$ cat src/rtl/ddr3_rx_dly_trainer.sv
// Per-lane read-capture delay trainer. Sweeps the IOD RX delay line upward
// from its loaded value and scores each tap with the eye-monitor flags and a
// known training pattern. It then parks the line at the centre of the first
// passing window.
module ddr3_rx_dly_trainer #(
  parameter int unsigned MAX_TAP     = 127,
  parameter int unsigned SETTLE_CYC  = 8,
  parameter int unsigned SAMPLE_CYC  = 16,
  parameter logic [3:0]  EXP_PATTERN = 4'b0101
) (
  input  logic       FAB_CLK,
  input  logic       ARST_N,
  input  logic       train_start,
  output logic       train_busy,
  output logic       train_done,
  output logic       train_fail,
  output logic [7:0] tap_pos,
  output logic [7:0] win_first,
  output logic [7:0] win_last,
  input  logic [3:0] RX_DATA_0,
  input  logic       EYE_MONITOR_EARLY_0,
  input  logic       EYE_MONITOR_LATE_0,
  input  logic       DELAY_LINE_OUT_OF_RANGE_0,
  output logic       EYE_MONITOR_CLEAR_FLAGS_0,
  output logic       DELAY_LINE_MOVE_0,
  output logic       DELAY_LINE_DIRECTION_0,
  output logic       DELAY_LINE_LOAD_0
);

  typedef enum logic [3:0] {
    StIdle,
    StLoad,
    StSettle,
    StClear,
    StSample,
    StScore,
    StStepUp,
    StCentre,
    StCentreMove,
    StDone,
    StFail
  } state_e;

  state_e     state;
  logic [7:0] cnt;
  logic       found;     // a passing tap has been seen in this sweep
  logic       centring;  // SETTLE returns to CENTRE instead of CLEAR
  logic       pass_acc;  // AND of per-cycle sample results at this tap

  logic [8:0] win_sum;
  logic [7:0] target;
  logic       sample_ok;
  logic       at_end;

  // Centre rounds toward win_first; 9-bit sum avoids overflow on high taps.
  assign win_sum   = {1'b0, win_first} + {1'b0, win_last};
  assign target    = win_sum[8:1];
  assign sample_ok = !EYE_MONITOR_EARLY_0 && !EYE_MONITOR_LATE_0 && (RX_DATA_0 == EXP_PATTERN);
  assign at_end    = (tap_pos == 8'(MAX_TAP)) || DELAY_LINE_OUT_OF_RANGE_0;

  // Training FSM with all outputs registered; pulses default low every cycle.
  always_ff @(posedge FAB_CLK or negedge ARST_N) begin
    if (!ARST_N) begin
      state                     <= StIdle;
      cnt                       <= 8'd0;
      found                     <= 1'b0;
      centring                  <= 1'b0;
      pass_acc                  <= 1'b0;
      tap_pos                   <= 8'd0;
      win_first                 <= 8'd0;
      win_last                  <= 8'd0;
      train_busy                <= 1'b0;
      train_done                <= 1'b0;
      train_fail                <= 1'b0;
      EYE_MONITOR_CLEAR_FLAGS_0 <= 1'b0;
      DELAY_LINE_MOVE_0         <= 1'b0;
      DELAY_LINE_DIRECTION_0    <= 1'b0;
      DELAY_LINE_LOAD_0         <= 1'b0;
    end else begin
      train_done                <= 1'b0;
      train_fail                <= 1'b0;
      EYE_MONITOR_CLEAR_FLAGS_0 <= 1'b0;
      DELAY_LINE_MOVE_0         <= 1'b0;
      DELAY_LINE_LOAD_0         <= 1'b0;

      unique case (state)
        StIdle: begin
          if (train_start) begin
            state                  <= StLoad;
            train_busy             <= 1'b1;
            DELAY_LINE_LOAD_0      <= 1'b1;
            DELAY_LINE_DIRECTION_0 <= 1'b1;
            tap_pos                <= 8'd0;
            found                  <= 1'b0;
            centring               <= 1'b0;
          end
        end

        StLoad: begin
          state <= StSettle;
          cnt   <= 8'd0;
        end

        StSettle: begin
          if (cnt == 8'(SETTLE_CYC - 1)) begin
            if (centring) begin
              state <= StCentre;
            end else begin
              state                     <= StClear;
              EYE_MONITOR_CLEAR_FLAGS_0 <= 1'b1;
            end
          end else begin
            cnt <= cnt + 8'd1;
          end
        end

        StClear: begin
          state    <= StSample;
          cnt      <= 8'd0;
          pass_acc <= 1'b1;
        end

        StSample: begin
          pass_acc <= pass_acc & sample_ok;
          if (cnt == 8'(SAMPLE_CYC - 1)) begin
            state <= StScore;
          end else begin
            cnt <= cnt + 8'd1;
          end
        end

        StScore: begin
          if (pass_acc && !found) begin
            win_first <= tap_pos;
            win_last  <= tap_pos;
            found     <= 1'b1;
          end else if (pass_acc) begin
            win_last <= tap_pos;
          end

          if ((!pass_acc && found) || (at_end && (found || pass_acc))) begin
            // Direction drops here so it is stable for a full cycle before any MOVE.
            state                  <= StCentre;
            centring               <= 1'b1;
            DELAY_LINE_DIRECTION_0 <= 1'b0;
          end else if (at_end) begin
            state                  <= StFail;
            train_fail             <= 1'b1;
            DELAY_LINE_LOAD_0      <= 1'b1;
            DELAY_LINE_DIRECTION_0 <= 1'b0;
            tap_pos                <= 8'd0;
          end else begin
            state             <= StStepUp;
            DELAY_LINE_MOVE_0 <= 1'b1;
            tap_pos           <= tap_pos + 8'd1;
          end
        end

        StStepUp: begin
          state <= StSettle;
          cnt   <= 8'd0;
        end

        StCentre: begin
          if (tap_pos > target) begin
            state             <= StCentreMove;
            DELAY_LINE_MOVE_0 <= 1'b1;
            tap_pos           <= tap_pos - 8'd1;
          end else begin
            state      <= StDone;
            train_done <= 1'b1;
          end
        end

        StCentreMove: begin
          state <= StSettle;
          cnt   <= 8'd0;
        end

        StDone: begin
          state      <= StIdle;
          train_busy <= 1'b0;
        end

        StFail: begin
          state      <= StIdle;
          train_busy <= 1'b0;
        end

        default: begin
          state      <= StIdle;
          train_busy <= 1'b0;
        end
      endcase
    end
  end

endmodule

$ cat config.mk
export PLATFORM = sky130hd
export DESIGN_NAME = ddr3_rx_dly_trainer
export DESIGN_NICKNAME = d
export VERILOG_FILES = /design/src/rtl/ddr3_rx_dly_trainer.sv
export SDC_FILE = /design/constraint.sdc
export NUM_CORES = 1
export LEC_CHECK = 0
export CORE_MARGIN = 10
export CORE_UTILIZATION = 30
export DETAILED_ROUTE_END_ITERATION = 16
export GPL_ROUTABILITY_DRIVEN = 0
export HOLD_SLACK_MARGIN = 0.1
export PLACE_DENSITY = 0.57
export SLEW_MARGIN = 20
export SYNTH_ARGS = -nofsm -noshare
export SYNTH_HDL_FRONTEND = slang
export SYNTH_SLANG_ARGS = --single-unit
$ cat constraint.sdc
create_clock -name FAB_CLK -period 4.3 [get_ports FAB_CLK]
set_clock_uncertainty 0.15 [all_clocks]
set_input_delay 0.645 -clock FAB_CLK [delete_from_list [all_inputs] [get_ports FAB_CLK]]
set_output_delay 0.645 -clock FAB_CLK [all_outputs]
set_load 0.005 [all_outputs]
==> flow_summary.json, run 1 <==
{
  "status": "finished clean",
  "drv_slew": 0,
  "rsz0062_at_grt": "no",
  "synth_seq_area_share": 0.403,
  "initial_core_util": 0.309,
  "cts_setup_buffers": 0,
  "cp.arrival_ps": 3700,
  "synth-edff-count": 0,
  "wire_per_inst_um": 15.4,
  "hold_path_class": "input port to async pin",
  "die_h_um": 118,
  "route.detailed.drc": 0,
  "max_freq_mhz": 276,
  "drt-total-wl_um": 7130,
  "post_synth_instance_area_um2": 2860,
  "critical_path_required_ps": 4370,
  "ys_warn_count": 0,
  "path_clk_slew_ps": 100,
  "die_w_um": 118,
  "p_switching_uw": 853,
  "viasPerCell": 5.12,
  "worst_pin_slew_ps": 681,
  "place_hpwl_um": 5230,
  "core_area_um2": 9240,
  "drtPass1Iterations": 4,
  "n_antenna_cell": 0,
  "synth_area_leaders": "dfrtp_1 40%, ha_1 7.9%, mux2_2 5.1%, a21oi_1 3.7%, nand2_1 3.5%",
  "design.die.area_um2": 13800,
  "worstPathMaxFanout": 9,
  "switching_share": 0.410,
  "regToRegSetupSlack_ps": 670,
  "grt_pass1_vias": 2367,
  "cp-end-kind": "flop",
  "cellInternalPower_uw": 1230,
  "cts-resized-gates": 0,
  "port_buffers": 40,
  "fin_crit_sh": 0.843,
  "synth_nets": 326,
  "p_per_area_nw_per_um2": 600,
  "grt_usage": 0.105,
  "worstSetupPathType": "flop to flop",
  "clock_sinks": 46,
  "pwr-share-comb": 0.469,
  "ios": 41,
  "clockPowerShare": 0.158,
  "ys.flop_type": "dfrtp_1",
  "critPathLaunchType": "flop",
  "clkLatencyLatePin_ps": 300,
  "antenna_found_initial": 0,
  "drive_gt1_frac": 0.0871,
  "cts_made_buffers": 5,
  "dr_total_vias": 2364,
  "clockBufferDepth": 2,
  "grt_pass1_wl_um": 12500,
  "syn_inst": 297,
  "clock_tree.root_cell": "clkbuf_8",
  "p_seq_frac": 0.374,
  "area.growth.synth_to_final_pct": 21.4,
  "ctsHoldBuffers": 0,
  "synth.top_cell.area_share": 0.403,
  "fin_hold_ws_ps": 204,
  "avgSynthCellArea_um2": 9.62,
  "drtIter0Drc": 237,
  "nFillCells": 928,
  "final.min_clock_period_ps": 3630,
  "grt_max_degree": 47,
  "overflow": 0,
  "ir_drop_v": 0.000214,
  "ant_nets": 0,
  "synthArstFlopShare": 1.00,
  "setup_viol": 0,
  "htreeDepth": 2,
  "finalHoldViolCount": 0,
  "synth_cell_types": 56,
  "nets": 361,
  "cts_tree": "done",
  "slew_headroom": 0.541,
  "finalSetupTns_ps": 0,
  "row_count": 35,
  "leakagePower_uw": 0.00156,
  "yosys_register_bits": 46,
  "synth_area_leader_cell": "dfrtp_1",
  "max_cap_violations": 0
}
[cell usage in the layout (no fill, tap or decap), types with 2 or more instances in the layout]
master           instances
xor2_1                   9
o21bai_1                 2
clkdlybuf4s50_1         39
a211oi_1                 3
mux2i_1                  5
nor2_1                  26
xnor2_1                  5
nand4_1                  5
ha_1                    18
or3b_1                   2
o21ai_0                 14
nor2b_1                  4
clkbuf_8                 5
nand3_1                 10
o31ai_1                  2
a21o_1                   4
nand4bb_1                2
or3_1                    2
nor3_1                   2
o221ai_1                 2
o2111ai_1                2
inv_1                   15
nand2_1                 27
and2_1                   2
o22a_1                   4
and3_1                   5
mux2_2                  13
dfrtp_1                 46
a22oi_1                  3
a31oi_1                  3
o211ai_1                 5
a21oi_1                 21
[worst max-delay path: stages, from the launching register on]
cell      delay [ps]
dfrtp_1          400
and2_1           190
fa_1             400
a21o_1           170
a21oi_1          210
o21bai_1          90
a21oi_1          210
nor2_1            70
a211oi_1         250
ha_1             210
nand4_1          120
or3_1            370
a21boi_1         160
o21ai_4          140
a21o_4           200
mux2i_1          200
[final cells by class]
type,instances,area (µm²),area share
Sequential cell,46,1150,0.332
Multi-Input combinational cell,224,1590,0.459
Tap cell,129,161,0.0465
Inverter,15,56.3,0.0162
Clock buffer,6,72.6,0.0209
Timing Repair Buffer,40,398,0.115
Clock inverter,2,37.5,0.0108
[worst paths after layout]
path,start,end,cells after the start
min in group FAB_CLK,win_last[0],win_last[0],2
hold reg to reg,win_last[0],win_last[0],2
setup reg to reg,win_first[0],tap_pos[1],15
hold / removal,ARST_N,win_last[0],1
setup / recovery,win_first[0],tap_pos[1],15
max in group asynchronous,ARST_N,state[1],1
[state kept, by name, indices dropped and copies added, names as in the netlist]
signal and flops:
tap_pos 8, centring 1, found 1, win_first 8
train_busy 1, DELAY_LINE_DIRECTION_0 1, DELAY_LINE_MOVE_0 1, win_last 8
state 4, pass_acc 1, train_fail 1, EYE_MONITOR_CLEAR_FLAGS_0 1
train_done 1, DELAY_LINE_LOAD_0 1, cnt 8
[layer usage]
metal	track usage	part of all wire	routed length, µm	vias up
li1	-	-	-	1137
met1	0.146	0.48	3450	1154
met3	0.0264	0.053	377	4
met2	0.162	0.46	3270	69
met4	0.0170	0.0046	33	0
met5	0	0	0	-
[power by group through the flow]
stage               clock network (µW)  registers (µW)  logic, µW
floorplan                            0             686        703
global placement                     0             784        966
detailed placement                   0             787        976
CTS                                338             781        984
global route                       358             808       1120
finish                             328             777        975
[logic make-up (layout without fill, tap and decap cells)]
kind of cell    after synthesis  count (layout)  synth area share
mux                          18              18            0.0687
fa+ha+maj                    19              19            0.0858
simple gates                 97              97             0.180
buf+inv                      27              63            0.0403
xor+xnor                     14              14            0.0429
compound gates               76              76             0.180
flops                        46              46             0.403
[metrics by stage]
stage / instances / setup WS (ps) / power (µW) / instance area, µm² / util
after global routing: 462 / 368 / 2290 / 3470 / 0.375
after global placement: 454 / 781 / 1750 / 3360 / 0.363
after detailed placement: 454 / 697 / 1760 / 3360 / 0.363
after floorplan: 297 / 871 / 1390 / 2860 / -
after CTS: 462 / 681 / 2100 / 3470 / 0.375
final: 462 / 674 / 2080 / 3470 / 0.375
[synthesized netlist by cell type, types with 3 or more instances]
library cell and count:
a211oi_1 3, a21o_1 4, a21oi_1 21, a22oi_1 3
a31oi_1 3, and3_1 5, buf_2 5, clkbuf_1 5
dfrtp_1 46, ha_1 18, inv_1 15, mux2_2 13
mux2i_1 5, nand2_1 27, nand3_1 10, nand4_1 5
nor2_1 26, nor2b_1 4, o211ai_1 5, o21ai_0 14
o22a_1 4, xnor2_1 5, xor2_1 9
No activity file was read; power rests on OpenSTA's default activity.
==> inputs of run 2 (changes only) <==
==> constraint.sdc (replaced) <==
create_clock -name FAB_CLK -period 3.6 [get_ports FAB_CLK]
set_clock_uncertainty 0.15 [all_clocks]
set_input_delay 0.54 -clock FAB_CLK [delete_from_list [all_inputs] [get_ports FAB_CLK]]
set_output_delay 0.54 -clock FAB_CLK [all_outputs]
set_load 0.005 [all_outputs]
==> flow_summary.json, run 2 (synthesis gave the netlist of run 1 again) <==
{
  "status": "finished clean",
  "final.min_clock_period_ps": 3380,
  "overflow": 0,
  "place_hpwl_um": 5160,
  "drtIter0Drc": 173,
  "max_cap_violations": 0,
  "die_h_um": 118,
  "grt_pass1_vias": 2326,
  "slew_headroom": 0.522,
  "finalSetupTns_ps": 0,
  "cts_made_buffers": 5,
  "final_common_cell": "dfrtp_1",
  "cp.arrival_ps": 3440,
  "viasPerCell": 5.19,
  "slowest_delay_ps": 400,
  "clockBufferDepth": 2,
  "crit_path_top_delay_cell": "dfrtp_1",
  "max_freq_mhz": 296,
  "grt_usage": 0.105,
  "path_clk_slew_ps": 90,
  "drt-total-wl_um": 7330,
  "p_per_area_nw_per_um2": 723,
  "design.die.area_um2": 13800,
  "worstSetupPathType": "flop to flop",
  "ant_nets": 0,
  "cp-end-kind": "flop",
  "nets": 365,
  "ir_drop_v": 0.000300,
  "drtPass1Iterations": 4,
  "worstPathMaxFanout": 4,
  "core_area_um2": 9240,
  "area.growth.synth_to_final_pct": 23.6,
  "multi_input_area_um2": 1640,
  "antenna_found_initial": 0,
  "fin_crit_sh": 0.938,
  "crit_chain": "and2_1 -> fa_2 -> a21o_1 -> a21oi_2 -> o21bai_1 -> a21oi_2 -> nor2_1 -> a211oi_2 -> ha_1 -> nand4_1 -> or3_1 -> a21boi_4 -> o21ai_2 -> a21o_2 -> a21o_1",
  "n_antenna_cell": 0,
  "cp_top_family": "compound AO/OA/AOI/OAI gates",
  "drv_slew": 0,
  "mostFrequentLayoutCells": "46 x dfrtp_1, 39 x clkdlybuf4s50_1, 27 x nand2_1, 26 x nor2_1",
  "initial_core_util": 0.309,
  "htreeDepth": 2,
  "nFillCells": 949,
  "route.detailed.drc": 0,
  "regToRegSetupSlack_ps": 220,
  "finalHoldViolCount": 0,
  "fin_util": 0.382,
  "wire_per_inst_um": 15.7,
  "crit_buf_inv": 0,
  "port_buffers": 40,
  "setup_viol": 0,
  "drive_gt1_frac": 0.116,
  "r2r_start": "win_first[0]",
  "leakagePower_uw": 0.00159,
  "critPathLaunchType": "flop",
  "regArea_um2": 1150,
  "clock_sinks": 46,
  "row_count": 35,
  "cts_tree": "done",
  "clkLatencyLatePin_ps": 310,
  "critical_path_required_ps": 3660,
  "hold_path_class": "input port to async pin",
  "dr_total_vias": 2418,
  "worst_pin_slew_ps": 710,
  "grt_max_degree": 47,
  "die_w_um": 118,
  "grt_pass1_wl_um": 12300,
  "r2r_cells": 15,
  "ios": 41,
  "worstReg2RegEnd": "tap_pos[3]",
  "clock_tree.root_cell": "clkbuf_8",
  "ctsHoldBuffers": 0
}
-- run 2: through the flow --
stage | power [µW] | cells | hold WS, ps | worst slack [ps] | instance area (µm²)
after detailed placement | 2110 | 454 | 342 | 2.94 | 3360
after floorplan | 1660 | 297 | 94.4 | 171 | 2860
final | 2550 | 466 | 87.5 | 223 | 3530
after global placement | 2090 | 454 | 328 | 74.0 | 3360
after CTS | 2530 | 463 | 307 | 16.3 | 3480
after global routing | 2790 | 466 | 133 | -9.27 | 3530
-- run 2: worst register-to-register path: stages (launching register included) --
cell,delay [ps]
dfrtp_1,400
and2_1,190
fa_2,360
a21o_1,180
a21oi_2,170
o21bai_1,90
a21oi_2,150
nor2_1,70
a211oi_2,200
ha_1,280
nand4_1,140
or3_1,140
a21boi_4,230
o21ai_2,110
a21o_2,240
a21o_1,180
-- run 2: power breakdown --
| group | switching (µW) | internal [µW] | leakage (µW) |
|---|---|---|---|
| clock network | 195 | 208 | 0.0000514 |
| logic | 615 | 607 | 0.000926 |
| registers | 258 | 669 | 0.000615 |
| total | 1070 | 1480 | 0.00159 |
-- run 2: timing repair --
item                       in CTS  in global routing
gates cloned                    1                  1
resized for setup               1                  6
pin swaps                       0                  3
setup endpoints to repair       4                 10
setup buffers                   0                  2
-- run 2: layout make-up --
class / count / area share
clock inverter: 2 / 0.0106
timing repair buffer: 42 / 0.117
clock buffer: 6 / 0.0206
tap: 129 / 0.0457
multi-input combinational: 226 / 0.464
inverter: 15 / 0.0159
sequential: 46 / 0.326
-- run 2: worst max path at each step --
stage / slack [ps] / from / to / depth (start not counted)
final: 220 / win_first[0] / tap_pos[3] / 15
after detailed placement: 3 / win_first[0] / tap_pos[3] / 15
after global placement: 70 / win_first[0] / tap_pos[3] / 15
after global routing: -9 / win_first[0] / tap_pos[3] / 15
after CTS: 20 / win_first[0] / tap_pos[0] / 15
after floorplan: 170 / win_first[0] / tap_pos[3] / 16
-- run 2: layer usage --
metal,vias up,global-route usage,part of all wire
met5,-,0,0
li1,1150,-,-
met3,7,0.0273,0.055
met1,1197,0.144,0.49
met4,0,0.0270,0.010
met2,64,0.159,0.45
==> inputs of run 3 (changes only) <==
--- a/config.mk
+++ b/config.mk
@@ -7,10 +7,11 @@
 export LEC_CHECK = 0
 export CORE_MARGIN = 10
 export CORE_UTILIZATION = 30
+export CTS_CLUSTER_DIAMETER = 120
 export DETAILED_ROUTE_END_ITERATION = 16
-export GPL_ROUTABILITY_DRIVEN = 0
 export HOLD_SLACK_MARGIN = 0.1
 export PLACE_DENSITY = 0.57
+export RECOVER_POWER = 100
 export SLEW_MARGIN = 20
 export SYNTH_ARGS = -nofsm -noshare
 export SYNTH_HDL_FRONTEND = slang
==> flow_summary.json, run 3 (synthesis gave the netlist of run 1 again) <==
{
  "overflow": 0,
  "critPathLaunchType": "flop",
  "min_from": "cnt[0]",
  "p_per_area_nw_per_um2": 713,
  "grt_usage": 0.105,
  "drt-total-wl_um": 7330,
  "initial_core_util": 0.309,
  "finalSetupTns_ps": 0,
  "htreeDepth": 2,
  "pre_cts_ws_ps": 2.94,
  "drv_slew": 47,
  "max_cap_violations": 1,
  "ios": 41,
  "mostFrequentLayoutCells": "46 x dfrtp_1, 32 x dlygate4sd3_1, 27 x nand2_1, 26 x nor2_1",
  "worstHoldEndpoint": "cnt[0]",
  "ir_drop_v": 0.000290,
  "r2r_start": "win_first[0]",
  "hold_path_class": "flop to flop",
  "slew_headroom": -0.692,
  "die_w_um": 118,
  "setup_viol": 0,
  "crit_path_top_delay_cell": "dfrtp_1",
  "worstPathMaxFanout": 4,
  "final.min_clock_period_ps": 3380,
  "area.growth.synth_to_final_pct": 23.2,
  "ctsHoldBuffers": 0,
  "antenna_found_initial": 0,
  "slowest_delay_ps": 390,
  "worst_pin_slew_ps": 2540,
  "r2r_cells": 15,
  "violations": "capacitance limit, slew limit",
  "ant_nets": 0,
  "drtPass1Iterations": 4,
  "dr_total_vias": 2406,
  "setup_ws_ps": 221,
  "place_hpwl_um": 5160,
  "wire_per_inst_um": 15.7,
  "nets": 365,
  "grt_pass1_wl_um": 12300,
  "die_h_um": 118,
  "finalHoldViolCount": 0,
  "grt_pass1_vias": 2326,
  "crit_chain": "and2_1 -> fa_2 -> a21o_1 -> a21oi_2 -> o21bai_1 -> a21oi_2 -> nor2_1 -> a211oi_2 -> ha_1 -> nand4_1 -> or3_1 -> a21boi_4 -> o21ai_2 -> a21o_2 -> a21o_1",
  "status": "finished, violations left",
  "design.die.area_um2": 13800,
  "cp.arrival_ps": 3440,
  "fin_hold_ws_ps": 352,
  "port_buffers": 40,
  "clockBufferDepth": 2,
  "hold_depth": 1,
  "fin_crit_sh": 0.939,
  "worstSetupPathType": "flop to flop",
  "n_antenna_cell": 0,
  "path_clk_slew_ps": 90,
  "drive_gt1_frac": 0.104,
  "grt_max_degree": 47,
  "route.detailed.drc": 0,
  "critical_path_required_ps": 3660,
  "crit_buf_inv": 0,
  "cp_top_family": "compound AO/OA/AOI/OAI gates",
  "cp-end-kind": "flop",
  "row_count": 35,
  "final_common_cell": "dfrtp_1",
  "worstReg2RegEnd": "tap_pos[3]",
  "regToRegSetupSlack_ps": 220,
  "max_freq_mhz": 296,
  "clkLatencyLatePin_ps": 310,
  "viasPerCell": 5.16,
  "core_area_um2": 9240,
  "clock_sinks": 46,
  "cts_made_buffers": 5,
  "clock_tree.root_cell": "clkbuf_8",
  "place_congestion": 0.789,
  "drtIter0Drc": 189,
  "cts_tree": "done",
  "leakagePower_uw": 0.00168
}
-- run 3: power breakdown --
group	internal, µW	switching (µW)
Combinational	565	618
Clock	208	195
Sequential	669	254
Total	1440	1070
-- run 3: worst max-delay path by stage --
stage,startpoint,to,depth (start not counted)
after floorplan,win_first[0],tap_pos[3],16
final,win_first[0],tap_pos[3],15
after CTS,win_first[0],tap_pos[0],15
after detailed placement,win_first[0],tap_pos[3],15
after global placement,win_first[0],tap_pos[3],15
after global routing,win_first[0],tap_pos[3],15
-- run 3: cell type report --
type                       count  area (µm²)
tap                          129         161
fill                         951        5720
sequential                    46        1150
multi-input combinational    226        1630
inverter                      15        56.3
clock inverter                 2        37.5
clock buffer                   6        72.6
timing repair buffer          42         409
-- run 3: what timing repair did --
action                                  4_1_cts  5_1_grt
gates resized for setup                       1        6
pin swaps                                     0        3
setup buffers                                 0        2
endpoints found under the setup margin        4       10
endpoints found under the hold margin         0        0
gates cloned                                  1        1
-- run 3: metal layers --
layer	vias up	global-route usage	part of all wire
met5	-	0	0
met4	0	0.0270	0.013
met3	9	0.0273	0.061
met2	74	0.159	0.45
met1	1168	0.144	0.48
li1	1155	-	-
-- run 3: through the flow --
step | power, µW | instance area [µm²] | instances | util
floorplan | 1660 | 2860 | 297 | -
global placement | 2090 | 3360 | 454 | 0.363
detailed placement | 2110 | 3360 | 454 | 0.363
CTS | 2530 | 3480 | 463 | 0.376
global route | 2740 | 3520 | 466 | 0.381
finish | 2510 | 3520 | 466 | 0.381
